<file path="config.mk">
export PLATFORM = sky130hd
export DESIGN_NAME = morse_keyer
export DESIGN_NICKNAME = d
export VERILOG_FILES = /design/src/rtl/morse_pkg.sv /design/src/rtl/morse_rom.sv /design/src/rtl/morse_keyer.sv
export SDC_FILE = /design/constraint.sdc
export NUM_CORES = 1
export LEC_CHECK = 0
export BUFFER_PORTS_ARGS = -buffer_cell sky130_fd_sc_hd__buf_4
export CORE_MARGIN = 2
export CORE_UTILIZATION = 48
export DETAILED_ROUTE_END_ITERATION = 8
export HOLD_SLACK_MARGIN = 0.08
export PLACE_DENSITY = 0.77
export SLEW_MARGIN = 10
export SYNTH_ARGS = -nofsm -noshare
export SYNTH_HDL_FRONTEND = slang
export SYNTH_SLANG_ARGS = --single-unit
</file>
<file path="constraint.sdc">
create_clock -name CLK -period 5.5 [get_ports CLK]
set_input_delay 0.275 -clock CLK [delete_from_list [all_inputs] [get_ports CLK]]
set_output_delay 0.275 -clock CLK [all_outputs]
set_load 0.005 [all_outputs]
</file>
<file path="src/rtl/morse_pkg.sv">
// morse_pkg: shared state encoding, field widths and unit timings for the Morse keyer.
package morse_pkg;
    typedef enum logic [2:0] {IDLE, ALIGN, MARK, EGAP, CGAP} state_t;
    localparam int CODE_W = 6;
    localparam int PAT_W  = 5;
    localparam int LEN_W  = 3;
    localparam logic [1:0] DOT_UNITS  = 2'd1;
    localparam logic [1:0] DASH_UNITS = 2'd3;
    localparam logic [1:0] ELEM_GAP   = 2'd1;
    localparam logic [1:0] CHAR_GAP   = 2'd3;
    localparam logic [CODE_W-1:0] CODE_A      = 6'd0;
    localparam logic [CODE_W-1:0] CODE_DIGIT0 = 6'd26;
    function automatic logic [1:0] elem_units(input logic dash);
        return dash ? DASH_UNITS : DOT_UNITS;
    endfunction
endpackage

</file>
<file path="src/rtl/morse_rom.sv">
// morse_rom: character code to {len, pattern} lookup, pattern bit 0 is the first element, 1 = dash.
// Digits 0..9 on codes 26..35 are included only when MORSE_DIGITS_EN is defined.
module morse_rom
    import morse_pkg::*;
(
    input  logic [CODE_W-1:0] code,
    output logic [LEN_W-1:0]  len,
    output logic [PAT_W-1:0]  pattern
);
    always_comb begin
        {len, pattern} = '0;
        case (code)
            CODE_A: {len, pattern} = {3'd2, 5'b00010};
            6'd1:   {len, pattern} = {3'd4, 5'b00001};
            6'd2:   {len, pattern} = {3'd4, 5'b00101};
            6'd3:   {len, pattern} = {3'd3, 5'b00001};
            6'd4:   {len, pattern} = {3'd1, 5'b00000};
            6'd5:   {len, pattern} = {3'd4, 5'b00100};
            6'd6:   {len, pattern} = {3'd3, 5'b00011};
            6'd7:   {len, pattern} = {3'd4, 5'b00000};
            6'd8:   {len, pattern} = {3'd2, 5'b00000};
            6'd9:   {len, pattern} = {3'd4, 5'b01110};
            6'd10:  {len, pattern} = {3'd3, 5'b00101};
            6'd11:  {len, pattern} = {3'd4, 5'b00010};
            6'd12:  {len, pattern} = {3'd2, 5'b00011};
            6'd13:  {len, pattern} = {3'd2, 5'b00001};
            6'd14:  {len, pattern} = {3'd3, 5'b00111};
            6'd15:  {len, pattern} = {3'd4, 5'b00110};
            6'd16:  {len, pattern} = {3'd4, 5'b01011};
            6'd17:  {len, pattern} = {3'd3, 5'b00010};
            6'd18:  {len, pattern} = {3'd3, 5'b00000};
            6'd19:  {len, pattern} = {3'd1, 5'b00001};
            6'd20:  {len, pattern} = {3'd3, 5'b00100};
            6'd21:  {len, pattern} = {3'd4, 5'b01000};
            6'd22:  {len, pattern} = {3'd3, 5'b00110};
            6'd23:  {len, pattern} = {3'd4, 5'b01001};
            6'd24:  {len, pattern} = {3'd4, 5'b01101};
            6'd25:  {len, pattern} = {3'd4, 5'b00011};
`ifdef MORSE_DIGITS_EN
            CODE_DIGIT0:         {len, pattern} = {3'd5, 5'b11111};
            CODE_DIGIT0 + 6'd1:  {len, pattern} = {3'd5, 5'b11110};
            CODE_DIGIT0 + 6'd2:  {len, pattern} = {3'd5, 5'b11100};
            CODE_DIGIT0 + 6'd3:  {len, pattern} = {3'd5, 5'b11000};
            CODE_DIGIT0 + 6'd4:  {len, pattern} = {3'd5, 5'b10000};
            CODE_DIGIT0 + 6'd5:  {len, pattern} = {3'd5, 5'b00000};
            CODE_DIGIT0 + 6'd6:  {len, pattern} = {3'd5, 5'b00001};
            CODE_DIGIT0 + 6'd7:  {len, pattern} = {3'd5, 5'b00011};
            CODE_DIGIT0 + 6'd8:  {len, pattern} = {3'd5, 5'b00111};
            CODE_DIGIT0 + 6'd9:  {len, pattern} = {3'd5, 5'b01111};
`endif
            default: {len, pattern} = '0;
        endcase
    end
endmodule

</file>
<file path="src/rtl/morse_keyer.sv">
// morse_keyer: keys one character at a time, all mark/space edges aligned to unit_tick.
// Digit support comes from morse_rom under MORSE_DIGITS_EN.
module morse_keyer
    import morse_pkg::*;
(
    input  logic              CLK,
    input  logic              RST_N,
    input  logic              unit_tick,
    input  logic              char_valid,
    input  logic [CODE_W-1:0] char_code,
    output logic              char_ready,
    output logic              key_out,
    output logic              busy
);
    state_t            state;
    logic [PAT_W-1:0]  pat, rom_pat;
    logic [LEN_W-1:0]  len, rom_len, idx;
    logic [1:0]        cnt;

    morse_rom u_rom (.code(char_code), .len(rom_len), .pattern(rom_pat));

    assign char_ready = state == IDLE;
    assign busy       = state != IDLE;

    always_ff @(posedge CLK or negedge RST_N) begin
        if (!RST_N) begin
            state   <= IDLE;
            pat     <= '0;
            len     <= '0;
            idx     <= '0;
            cnt     <= '0;
            key_out <= 1'b0;
        end else begin
            case (state)
                IDLE: if (char_valid) begin
                    pat   <= rom_pat;
                    len   <= rom_len;
                    idx   <= '0;
                    state <= ALIGN;
                end
                ALIGN: if (unit_tick) begin
                    if (len == '0) begin
                        state <= CGAP;
                        cnt   <= CHAR_GAP;
                    end else begin
                        key_out <= 1'b1;
                        state   <= MARK;
                        cnt     <= elem_units(pat[0]);
                    end
                end
                MARK: if (unit_tick) begin
                    cnt <= cnt - 2'd1;
                    if (cnt == 2'd1) begin
                        key_out <= 1'b0;
                        if (idx == len - 3'd1) begin
                            state <= CGAP;
                            cnt   <= CHAR_GAP;
                        end else begin
                            state <= EGAP;
                            cnt   <= ELEM_GAP;
                            idx   <= idx + 3'd1;
                        end
                    end
                end
                // idx already points at the next element here
                EGAP: if (unit_tick) begin
                    cnt <= cnt - 2'd1;
                    if (cnt == 2'd1) begin
                        key_out <= 1'b1;
                        state   <= MARK;
                        cnt     <= elem_units(pat[idx]);
                    end
                end
                CGAP: if (unit_tick) begin
                    cnt <= cnt - 2'd1;
                    if (cnt == 2'd1) state <= IDLE;
                end
                default: state <= IDLE;
            endcase
        end
    end
endmodule

</file>
* Word-level counts from Yosys, hierarchy flattened *
Memory sizes are Yosys's and may differ from the RTL's.
Cells that the tools add are included.

word-level totals
  bits in registers = 17
  memory bits (read-only) = 224
  output and inout bits = 3
  word-level logic and storage cells = 75
  memories kept = 1

cells by class
  add/sub/neg operators = 3
  order comparisons = 1
  equality and inequality tests = 16
  muxes and demuxes = 37
  reduce and logical (&&, ||, !) cells = 11

memories
  memory           words  width  rd ports  clocked after Yosys merged registers in  wr ports  line             RTL
  (no name shown)  32     7      1         0                                        0         morse_rom.sv:12  case (code)

operator list
  cell                 number
  $mux 3               14
  $mux 2               10
  $ne 2x2->1 const B   10
  $pmux 3 s5           1
  $reduce_and 5->1     2
  $mux 8               1
  $pmux 2 s4           1
  $reduce_and 8->1     1
  $mux 1               7
  $reduce_and 7->1     1
  $eq 3x2->1 const B   2
  $logic_not 3->1      2
  $pmux 3 s2           1
  $reduce_bool 3->1    2
  $lt 3x4->1 const B   1
  $reduce_bool 4->1    1
  $add 3x1->3 const B  1
  $bmux 1 s3           1
  $eq 3x1->1 const B   1
  $eq 3x3->1           1
  $eq 3x3->1 const B   1
  $pmux 1 s3           1
  $sub 3x1->3 const B  1
  $eq 2x1->1 const B   1
  other kinds (3)      3

* Depth between registers and ports, before layout *
Gate-level depths: netlist (run 1).

  word-level depth = 6
  mapped depth = 7
  mapped depth without buffers = 6

* Hierarchy *
From an unflattened synthesis (run 1), not the netlist that was laid out.

second synthesis, totals
  cell total of the unflattened synthesis = 176
  area, all modules = 1565.3 um2

modules (own cells, without submodules)
  module       instances  cells each  area an instance (um2)
  morse_keyer  1          110         1039.7
  morse_rom    1          66          525.5

* Worst setup path before layout (run 1) *
Ideal clock, no wire load.

  kind = register to register
  start = register len[0]
  end = register idx[2]
  setup time = 0.087 ns
  data arrival time = 1.720 ns
  slack = 3.693 ns
  cell stages (with the launch flop) = 8
  buffers on the path = 1
  clock period less this slack = 1.807 ns
  path through = dfrtp_1 -> inv_1 -> ha_1 -> xor2_1 -> and3_1 -> buf_6 -> or4_1 -> o211ai_1

between the ends
  word-level cells in the longest chain between the ends = 4

ends and longest elaborated chain
  item                        line               RTL
  start: declaration          morse_keyer.sv:17  logic [LEN_W-1:0] len, rom_len, idx;
  start signal: assignment    morse_keyer.sv:37  len <= rom_len;
  $sub 3x1->3                 morse_keyer.sv:55  if (idx == len - 3'd1) begin
  $eq 3x3->1                  morse_keyer.sv:55
  $ne 2x2->1 (no line)        n/a
  $reduce_and 5->1 (no line)  n/a
  end signal: assignment      morse_keyer.sv:61  idx <= idx + 3'd1;
  end: declaration            morse_keyer.sv:17

Every way passes these cells.
A chain may end at the register's enable or synchronous reset.

* Worst setup path in the final report (run 1) *
Ends and elaborated chain as after synthesis.

==> results of run 1 <==
cell type report:
cell class | count | area (um2)
fillers | 272 | 1390
multi-input cells | 133 | 1010
flip-flops and latches | 16 | 400
repair buffers | 13 | 100
inverters | 15 | 56.3
well taps | 44 | 55.1
clock buffers | 3 | 22.5
state kept, by name, summed over array words and instances (netlist names):
register / cells
cnt: 2
idx: 3
key_out: 1
len: 3
pat: 4
state: 3
power by group:
part / internal [W] / switching [W] / total, W
Clock: 0.0000254 / 0.0000349 / 0.0000603
Combinational: 0.000161 / 0.000163 / 0.000324
Sequential: 0.000160 / 0.0000636 / 0.000223
Total: 0.000345 / 0.000262 / 0.000607
logic make-up after synthesis:
| group | Yosys count | synth area share |
|---|---|---|
| AOI/OAI and AO/OA | 52 | 0.240 |
| xor gates and xnor gates | 5 | 0.0377 |
| adders and majority gates | 12 | 0.0984 |
| buffers and inverters | 29 | 0.0779 |
| DFF | 16 | 0.262 |
| muxes | 8 | 0.0852 |
| and+or+nand+nor | 56 | 0.198 |
worst max-delay path, cell delays in order (launching register included):
cell      delay (ps)
dfrtp_1          370
inv_1             80
ha_1             310
xor2_1           160
and3_1           230
or4_1            480
o211ai_1         160
cells in the mapped netlist (2+ instances only):
library cell	count	area, um2
xor2_1	2	17.5
or3b_1	2	17.5
xnor2_1	2	17.5
a221oi_1	2	17.5
buf_2	2	10.0
nor3_1	2	10.0
nand2b_1	9	56.3
o221a_2	2	22.5
mux4_2	4	90.1
nor2_1	9	33.8
mux2i_1	4	40.0
dfrtp_1	16	400
o21ai_0	10	50.1
a21oi_1	9	45.0
inv_1	15	56.3
o41ai_1	2	17.5
ha_1	12	150
a21o_1	2	15.0
a22o_1	4	35.0
nand3_1	5	25.0
clkbuf_1	11	41.3
a31oi_1	2	12.5
a211o_1	3	26.3
o22ai_1	2	12.5
nand2_1	12	45.0
o211ai_1	5	37.5
nor2b_1	6	37.5
or3_1	3	18.8
metrics by stage:
stage	power (W)	std cells
2_1_floorplan	0.000482	178
3_3_place_gp	0.000530	220
3_5_place_dp	0.000546	220
4_1_cts	0.000607	224
5_1_grt	0.000670	224
6_report	0.000607	224
metal layers:
layer	vias up	track usage
met5	-	0
met2	29	0.300
met3	4	0.0320
met1	638	0.276
li1	653	-
met4	0	0.0571
how the worst max path moves through the flow:
stage                         startpoint  cells after the start                  to  slack [ps]
floorplan             len[0]$_DFFE_PN0P_                      7  idx[2]$_DFFE_PN0P_        3690
global placement      len[0]$_DFFE_PN0P_                      6  idx[2]$_DFFE_PN0P_        3730
detailed placement    len[0]$_DFFE_PN0P_                      6  idx[2]$_DFFE_PN0P_        3620
CTS                   len[0]$_DFFE_PN0P_                      6  idx[2]$_DFFE_PN0P_        3640
global route        state[2]$_DFFE_PN0P_                      4  cnt[1]$_DFFE_PN0P_        3500
finish                len[0]$_DFFE_PN0P_                      6  idx[2]$_DFFE_PN0P_        3640
repair_timing:
item,4_1_cts,5_1_grt
hold buffers,1,0
gates resized for setup,0,0
endpoints found under the hold margin,16,0
==> key figures, run 1 <==
Status
  – Status: complete, no violations

Global route
  – Global-route wire length before repair: 5.29 mm
  – Vias in the first global route: 1139
  – Initial antenna violation count: 0
  – Tot GR Track Use: 0.192
  – GR Overflow Total: 0
  – Largest net degree at the start of global routing: 23

Critical path
  – Max FO, Critical Path: 6
  – Worst R2R Setup Slack: 3640 ps
  – Reg2reg start: len[0]$_DFFE_PN0P_
  – WP data arrival: 2070 ps
  – Reg2Reg Depth: 6
  – Reg2Reg Capture Point: idx[2]$_DFFE_PN0P_
  – Critical path class: register to register
  – Worst EP required: 5710 ps
  – Worst Setup Start Kind: register
  – CP Capture Type: register

STA
  – Fin crit period: 1860 ps
  – Period utilization: 0.338
  – Fmax: 537 MHz
  – Worst Tran Pin Value: 549 ps
  – Clock skew: 15.3 ps
  – Final setup fails: 0
  – RSZ-0062 raised after global routing: no
  – Post-route setup slack: 3640 ps
  – Setup_tns: 0 ps
  – Slew margin rel.: 0.634
  – WHS: 203 ps
  – Final Slew Violations: 0
  – Final hold violation count: 0

Final layout
  – Antenna Cells: 0
  – Layout cells sized above 1: 0.122
  – Most common cell after layout, fill and taps aside: dfrtp_1
  – Layout Utilization: 0.542
  – Most frequent cells in the layout: dfrtp_1, inv_1, nand2_1, ha_1, buf_4
  – Nets@finish: 204
  – P&R area growth vs syn: 7.54%
  – Fin area: 1640 um2

Placement
  – Port-buffer cells: 12
  – DP Area: 1610 um2
  – HPWL after DPL: 2.37 mm
  – Global placer's final weighted congestion: 0.875
  – Pre-CTS setup slack: 3620 ps

CTS
  – Skew-Pair Late Insertion Delay: 290 ps
  – Total CTS buffers: 3
  – Clock-pin slew on the worst setup and hold paths: 100 ps
  – Post CTS Setup Buffer Count: 0
  – H-tree Lvls: 1
  – CTS max path bufs: 2
  – CTS tree: yes
  – Sink Count: 16
  – Clk root buf: clkbuf_4

Routing
  – DR top layer: met4
  – Pre-antenna DRT Iters: 4
  – Via-to-Cell Ratio: 5.91
  – Vias: 1324
  – WL met2: 1.48 mm
  – DRT iter0 DRCs: 89
  – Total Wirelength: 3.12 mm
  – Met3 routed WL: 126 um
  – Met1 WL: 1.48 mm
  – DR WL/cell: 13.9 um
  – Detail Route Antenna Nets: 0
  – DR DRC count: 0

Power
  – Max VDD drop: 0.000269 V
  – Leak Pwr: 0.729 nW
  – Power per cell area: 370 nW/um2

Yosys
  – Avg Cell Area, Syn: 8.58 um2
  – Prevailing post-synth register cell: dfrtp_1
  – Synthesized flop and latch total: 16
  – Synth cell types: 47
  – EDFF count, synth: 0
  – Mapped Cells: 178
  – Syn_nets: 200
  – Async SR Flop Fraction: 1.00
  – Mapped cell area: 1530 um2
  – Sequential fraction of the synthesis area: 0.262
  – Ys Warns: 0

Floorplanning
  – Num rows: 20
  – Core area: 3030 um2
  – I/O pin cnt: 13
  – Initial core utilization: 0.504
  – Die height: 60.4 um
  – Die span in x: 60.4 um
  – Die ar.: 3650 um2

Hold path
  – WHS Path Cells: 2
  – Worst Hold Endpoint: len[2]$_DFFE_PN0P_
  – Hold Startpoint: char_code[5]
  – Hold/Removal Path Class: primary input to register

Job
  – Max-cap check violation count: 0
Note: power is estimated with default switching activity, not from simulation.
==> run 2: changes to the inputs <==
- ABC_AREA: not set -> 1
- clock period: 5.5 -> 1.95 ns (I/O delays scaled with it)
==> key figures, run 2 <==
Status
  – Status: complete, no violations

Yosys
  – Synth area leaders: dfrtp_1, nand2_1, ha_1, nand3_1, inv_1
  – Synth Area in Adders: 0.102
  – Synth Area in XOR/XNOR: 0.0119
  – Prevailing post-synth register cell: dfrtp_1
  – Commonest cells in the synthesized netlist: nand2_1, inv_1, nand3_1, dfrtp_1, ha_1
  – Largest family of logic cells by synthesized area: simple AND/OR/NAND/NOR gates
  – Avg Cell Area, Syn: 7.30 um2
  – Share of Yosys cell area claimed by the top area cell type: 0.272
  – Syn_nets: 224
  – Async SR Flop Fraction: 1.00
  – Cell taking the most area after synthesis: dfrtp_1
  – Compound-Gate Fraction of Synth Area: 0.194
  – EDFF count, synth: 0
  – Sequential fraction of the synthesis area: 0.272
  – Mapped cell area: 1470 um2
  – Mapped Cells: 202
  – Synthesized flop and latch total: 16
  – Post-synthesis mux area share: 0
  – Synth cell types: 33
  – Ys Warns: 0
  – Most common cell in the netlist: nand2_1
  – Simple-gate share of the synthesized area: 0.330

STA
  – Post-route setup slack: 443 ps
  – Worst Tran Pin Value: 316 ps
  – Setup_tns: 0 ps
  – Period utilization: 0.773
  – Final hold violation count: 0
  – Slew margin rel.: 0.788
  – Fin crit period: 1510 ps
  – Fmax: 664 MHz
  – Final setup fails: 0
  – WHS: 110 ps
  – RSZ-0062 raised after global routing: no
  – Clock skew: 3.52 ps
  – Final Slew Violations: 0

Critical path
  – Critical Path Max Stage Delay: 390 ps
  – Critical path class: register to register
  – Worst R2R Setup Slack: 440 ps
  – WP data arrival: 1730 ps
  – Worst path slowest cell: dfrtp_1
  – Max FO, Critical Path: 4
  – Worst EP required: 2170 ps
  – CP Capture Type: register
  – Worst Setup Start Kind: register
  – CP cell instances: inv_1 > ha_1 > xnor2_1 > nor2_2 > nand3_4 > nand2_1 > nand2_1 > a21oi_1
  – Cell repeated most along the worst path: nand2_1

Routing
  – WL met2: 1.46 mm
  – DR DRC count: 0
  – DR WL/cell: 11.9 um
  – Detail Route Antenna Nets: 0
  – Via-to-Cell Ratio: 5.34
  – DR top layer: met4
  – Met1 WL: 1.38 mm
  – Pre-antenna DRT Iters: 4
  – Vias: 1329
  – DRT iter0 DRCs: 77
  – Total Wirelength: 2.97 mm
  – Met3 routed WL: 76 um

CTS
  – CTS max path bufs: 2
  – CTS tree: yes
  – Total CTS buffers: 3
  – Clk root buf: clkbuf_4
  – Post-CTS Resized: 0
  – Sink Count: 16
  – Skew-Pair Late Insertion Delay: 290 ps
  – Clock-pin slew on the worst setup and hold paths: 90 ps
  – H-tree Lvls: 1

Placement
  – HPWL after DPL: 2.39 mm
  – Global placer's final weighted congestion: 0.928
  – Pre-CTS setup slack: 473 ps
  – Port-buffer cells: 12
  – Placed insts: 244

Final layout
  – Most flops, register: pat
  – Antenna Cells: 0
  – Finished Layout Cells: 249
  – P&R area growth vs syn: 11.0%
  – Max reg flops: 4
  – FF/Latch Area: 400 um2
  – Most common cell after layout, fill and taps aside: nand2_1
  – Area of the multi-input gates: 940 um2
  – Most frequent cells in the layout: nand2_1, inv_1, nand3_1
  – Nets@finish: 239
  – Fillcell total: 307
  – Layout cells sized above 1: 0.236

Global route
  – Vias in the first global route: 1265
  – Global-route wire length before repair: 5.12 mm
  – Initial antenna violation count: 0
  – Tot GR Track Use: 0.187
  – GR Overflow Total: 0
  – Largest net degree at the start of global routing: 17

Floorplanning
  – Num rows: 20
  – Die height: 59.4 um
  – Initial core utilization: 0.495
  – Core area: 2980 um2
  – I/O pin cnt: 13
  – Die span in x: 59.4 um
  – Die ar.: 3530 um2

Power
  – Power per cell area: 1260 nW/um2
  – Design Power: 0.00207 W
  – Max VDD drop: 0.000347 V
  – Leak Pwr: 0.842 nW

Hold path
  – Hold/Removal Path Class: primary input to register

Job
  – Max-cap check violation count: 0
run 2: power breakdown:
part           switching [W]  total, W  internal (W)  leakage, nW
combinational       0.000745   0.00123      0.000487        0.615
sequential          0.000145  0.000617      0.000472        0.205
clock               0.000106  0.000220      0.000114       0.0210
total               0.000996   0.00207       0.00107        0.842
run 2: repair_timing:
| item | in CTS | in global routing |
|---|---|---|
| setup buffers | 0 | 0 |
| hold buffers | 1 | 0 |
| endpoints found under the hold margin | 16 | 0 |
run 2: through the flow:
stage,cell area [um2],utilization
after floorplan,1470,-
final,1640,0.550
after global placement,1590,0.534
after detailed placement,1590,0.534
after CTS,1640,0.550
after global routing,1640,0.550
run 2: worst max-delay path: cells and delay by family (launching register included):
| family | cells | cell delay, ps |
|---|---|---|
| buffers and inverters | 1 | 130 |
| adders and majority gates | 1 | 260 |
| DFF | 1 | 390 |
| and+or+nand+nor | 4 | 420 |
| xor gates and xnor gates | 1 | 130 |
| AOI/OAI and AO/OA | 1 | 110 |
run 2: worst paths after layout:
kind / start / cells past startpoint / end
worst max-delay path: len[0]$_DFFE_PN0P_ / 8 / cnt[1]$_DFFE_PN0P_
worst min-delay path: char_code[5] / 4 / pat[3]$_DFFE_PN0P_
worst max register to register: len[0]$_DFFE_PN0P_ / 8 / cnt[1]$_DFFE_PN0P_
worst min register to register: pat[2]$_DFFE_PN0P_ / 2 / pat[2]$_DFFE_PN0P_
max in group asynchronous: RST_N / 2 / len[0]$_DFFE_PN0P_
min in group asynchronous: RST_N / 2 / state[2]$_DFFE_PN0P_
run 2: area by class of cell:
class,instances,area share
clock buffers,4,0.0222
well taps,33,0.0252
repair buffers,13,0.0612
inverters,31,0.0726
multi-input cells,152,0.574
flip-flops and latches,16,0.245
run 2: kinds of logic (layout without fill, tap and decap cells):
group	after synthesis	after routing
and+or+nand+nor	95	95
adders and majority gates	12	12
buffers and inverters	34	48
AOI/OAI and AO/OA	43	43
xor gates and xnor gates	2	2
DFF	16	16
run 2: layer usage:
layer | vias up | track usage
li1 | 693 | -
met1 | 607 | 0.228
met2 | 23 | 0.336
met3 | 6 | 0.0131
met4 | 0 | 0.0747
met5 | - | 0
==> run 3: changes to the inputs <==
- PLACE_DENSITY: 0.77 -> 0.8
- clock period: 1.95 -> 1.25 ns (I/O delays scaled with it)
==> key figures, run 3 (synthesized netlist as in run 2, its figures left out) <==
Global route
  – GR Overflow Total: 0
  – Initial antenna violation count: 0
  – Tot GR Track Use: 0.200
  – Largest net degree at the start of global routing: 17
  – Global-route wire length before repair: 5.46 mm
  – Vias in the first global route: 1307

STA
  – Slew margin rel.: 0.775
  – Period utilization: 1.10
  – Post-route setup slack: -127 ps
  – Final Slew Violations: 0
  – Clock skew: 3.78 ps
  – RSZ-0062 raised after global routing: yes
  – Setup_tns: -1050 ps
  – Final setup fails: 13
  – Fmax: 726 MHz
  – Worst Tran Pin Value: 335 ps
  – Final hold violation count: 0
  – Fin crit period: 1380 ps

Critical path
  – Reg2reg start: len[0]$_DFFE_PN0P_
  – Reg2Reg Capture Point: idx[0]$_DFFE_PN0P_
  – Worst Setup Start Kind: register
  – CP cell instances: inv_2 > ha_4 > xnor2_1 > nor2_2 > nand3_4 > nand2_4 > nand2_2 > o21ai_2
  – CP Capture Type: register
  – Worst EP required: 1480 ps
  – WP data arrival: 1600 ps
  – Top delay family on crit path: simple AND/OR/NAND/NOR gates
  – Reg2Reg Depth: 8
  – Critical path class: register to register
  – Max FO, Critical Path: 7
  – Worst path slowest cell: dfrtp_1
  – Worst R2R Setup Slack: -130 ps
  – Critical Path Max Stage Delay: 400 ps
  – CP bufs+invs: 1

Final layout
  – Most common cell after layout, fill and taps aside: nand2_1
  – Antenna Cells: 0
  – Fillcell total: 276
  – Most frequent cells in the layout: nand2_1, buf_4, nand3_1
  – Layout cells sized above 1: 0.371
  – Nets@finish: 260
  – Most flops, register: pat
  – Max reg flops: 4
  – P&R area growth vs syn: 26.4%

Routing
  – Met1 WL: 1.39 mm
  – Vias: 1399
  – Total Wirelength: 3.19 mm
  – Met3 routed WL: 80 um
  – Detail Route Antenna Nets: 0
  – DR WL/cell: 11.8 um
  – DR DRC count: 0
  – DRT iter0 DRCs: 67
  – WL met2: 1.70 mm
  – Pre-antenna DRT Iters: 4
  – Via-to-Cell Ratio: 5.18
  – DR top layer: met4

CTS
  – Total CTS buffers: 3
  – Sink Count: 16
  – CTS tree: yes
  – Clock-pin slew on the worst setup and hold paths: 100 ps
  – H-tree Lvls: 1
  – CTS max path bufs: 2
  – Skew-Pair Late Insertion Delay: 290 ps
  – Clk root buf: clkbuf_4

Power
  – Cell Int Power: 0.00212 W
  – Switching share of power: 0.452
  – Reg power frac: 0.243
  – Design Power: 0.00386 W
  – Leak Pwr: 0.947 nW
  – Max VDD drop: 0.000595 V
  – Power per cell area: 2070 nW/um2
  – Logic pwr share: 0.667
  – Clock power frac: 0.091
  – Sw Pwr: 0.00175 W

Status
  – Status: finished with violations
  – Failing checks: negative setup slack

Hold path
  – Hold Startpoint: char_code[4]
  – WHS Path Cells: 3
  – Worst Hold Endpoint: len[0]$_DFFE_PN0P_
  – Hold/Removal Path Class: primary input to register

Floorplanning
  – Initial core utilization: 0.495
  – Die height: 59.4 um
  – Die span in x: 59.4 um
  – Num rows: 20
  – Core area: 2980 um2
  – I/O pin cnt: 13
  – Die ar.: 3530 um2

Placement
  – Global placer's final weighted congestion: 0.908
  – Port-buffer cells: 12
  – HPWL after DPL: 2.53 mm

Job
  – Max-cap check violation count: 0
run 3: changes by cell type in the layout (fill, tap and decap cells not counted), sizes merged:
cell,delta
dlygate4sd3,+1
buf,+20
run 3: worst max-delay path by stage:
stage | startpoint | slack (ps) | end | cells past startpoint
2_1_floorplan | len[0]$_DFFE_PN0P_ | -80 | state[0]$_DFFE_PN0P_ | 7
3_3_place_gp | len[0]$_DFFE_PN0P_ | -100 | state[0]$_DFFE_PN0P_ | 7
3_5_place_dp | len[0]$_DFFE_PN0P_ | -130 | idx[0]$_DFFE_PN0P_ | 8
4_1_cts | len[0]$_DFFE_PN0P_ | -130 | idx[0]$_DFFE_PN0P_ | 8
5_1_grt | len[0]$_DFFE_PN0P_ | -230 | idx[1]$_DFFE_PN0P_ | 11
6_report | len[0]$_DFFE_PN0P_ | -130 | idx[0]$_DFFE_PN0P_ | 8
run 3: power by group through the flow:
stage                     Sequential (W)  Combinational, W  Clock, W
final                           0.000937           0.00258  0.000351
after global routing            0.000962           0.00289  0.000368
after CTS                       0.000937           0.00247  0.000360
after detailed placement        0.000933           0.00240         0
after global placement          0.000928           0.00236         0
after floorplan                 0.000926           0.00160         0
run 3: tightest hold or removal path, delay by kind of cell:
| kind | cells | cell delay (ps) |
|---|---|---|
| buffers and inverters | 1 | 120 |
| AOI/OAI and AO/OA | 2 | 170 |
run 3: cell type report:
type	count	area, um2	share of cell area
multi-input cells	152	992	0.533
flip-flops and latches	16	402	0.216
repair buffers	34	273	0.146
inverters	31	119	0.0638
well taps	33	41.3	0.0222
clock buffers	4	36.3	0.0195
run 3: stage by stage:
| stage | utilization | cell area (um2) | worst slack [ps] | instances | hold slack [ps] |
|---|---|---|---|---|---|
| finish | 0.626 | 1860 | -127 | 270 | 99.2 |
| global route | 0.626 | 1860 | -234 | 270 | 118 |
| CTS | 0.616 | 1830 | -129 | 269 | 86.6 |
| detailed placement | 0.591 | 1760 | -133 | 263 | -69.7 |
| global placement | 0.591 | 1760 | -102 | 263 | -62.4 |
| floorplan | - | 1490 | -81.6 | 202 | -233 |
run 3: timing repair:
item,in CTS,in global routing
resized for setup,6,9
setup endpoints to repair,18,18
hold endpoints to repair,19,0
buffers inserted,0,1
pin swaps,5,8
hold buffers,2,0
run 3: metal layers:
| metal | global-route usage | vias to the layer above |
|---|---|---|
| met3 | 0.0131 | 2 |
| li1 | - | 735 |
| met1 | 0.230 | 635 |
| met4 | 0.0682 | 0 |
| met2 | 0.385 | 27 |
| met5 | 0 | - |
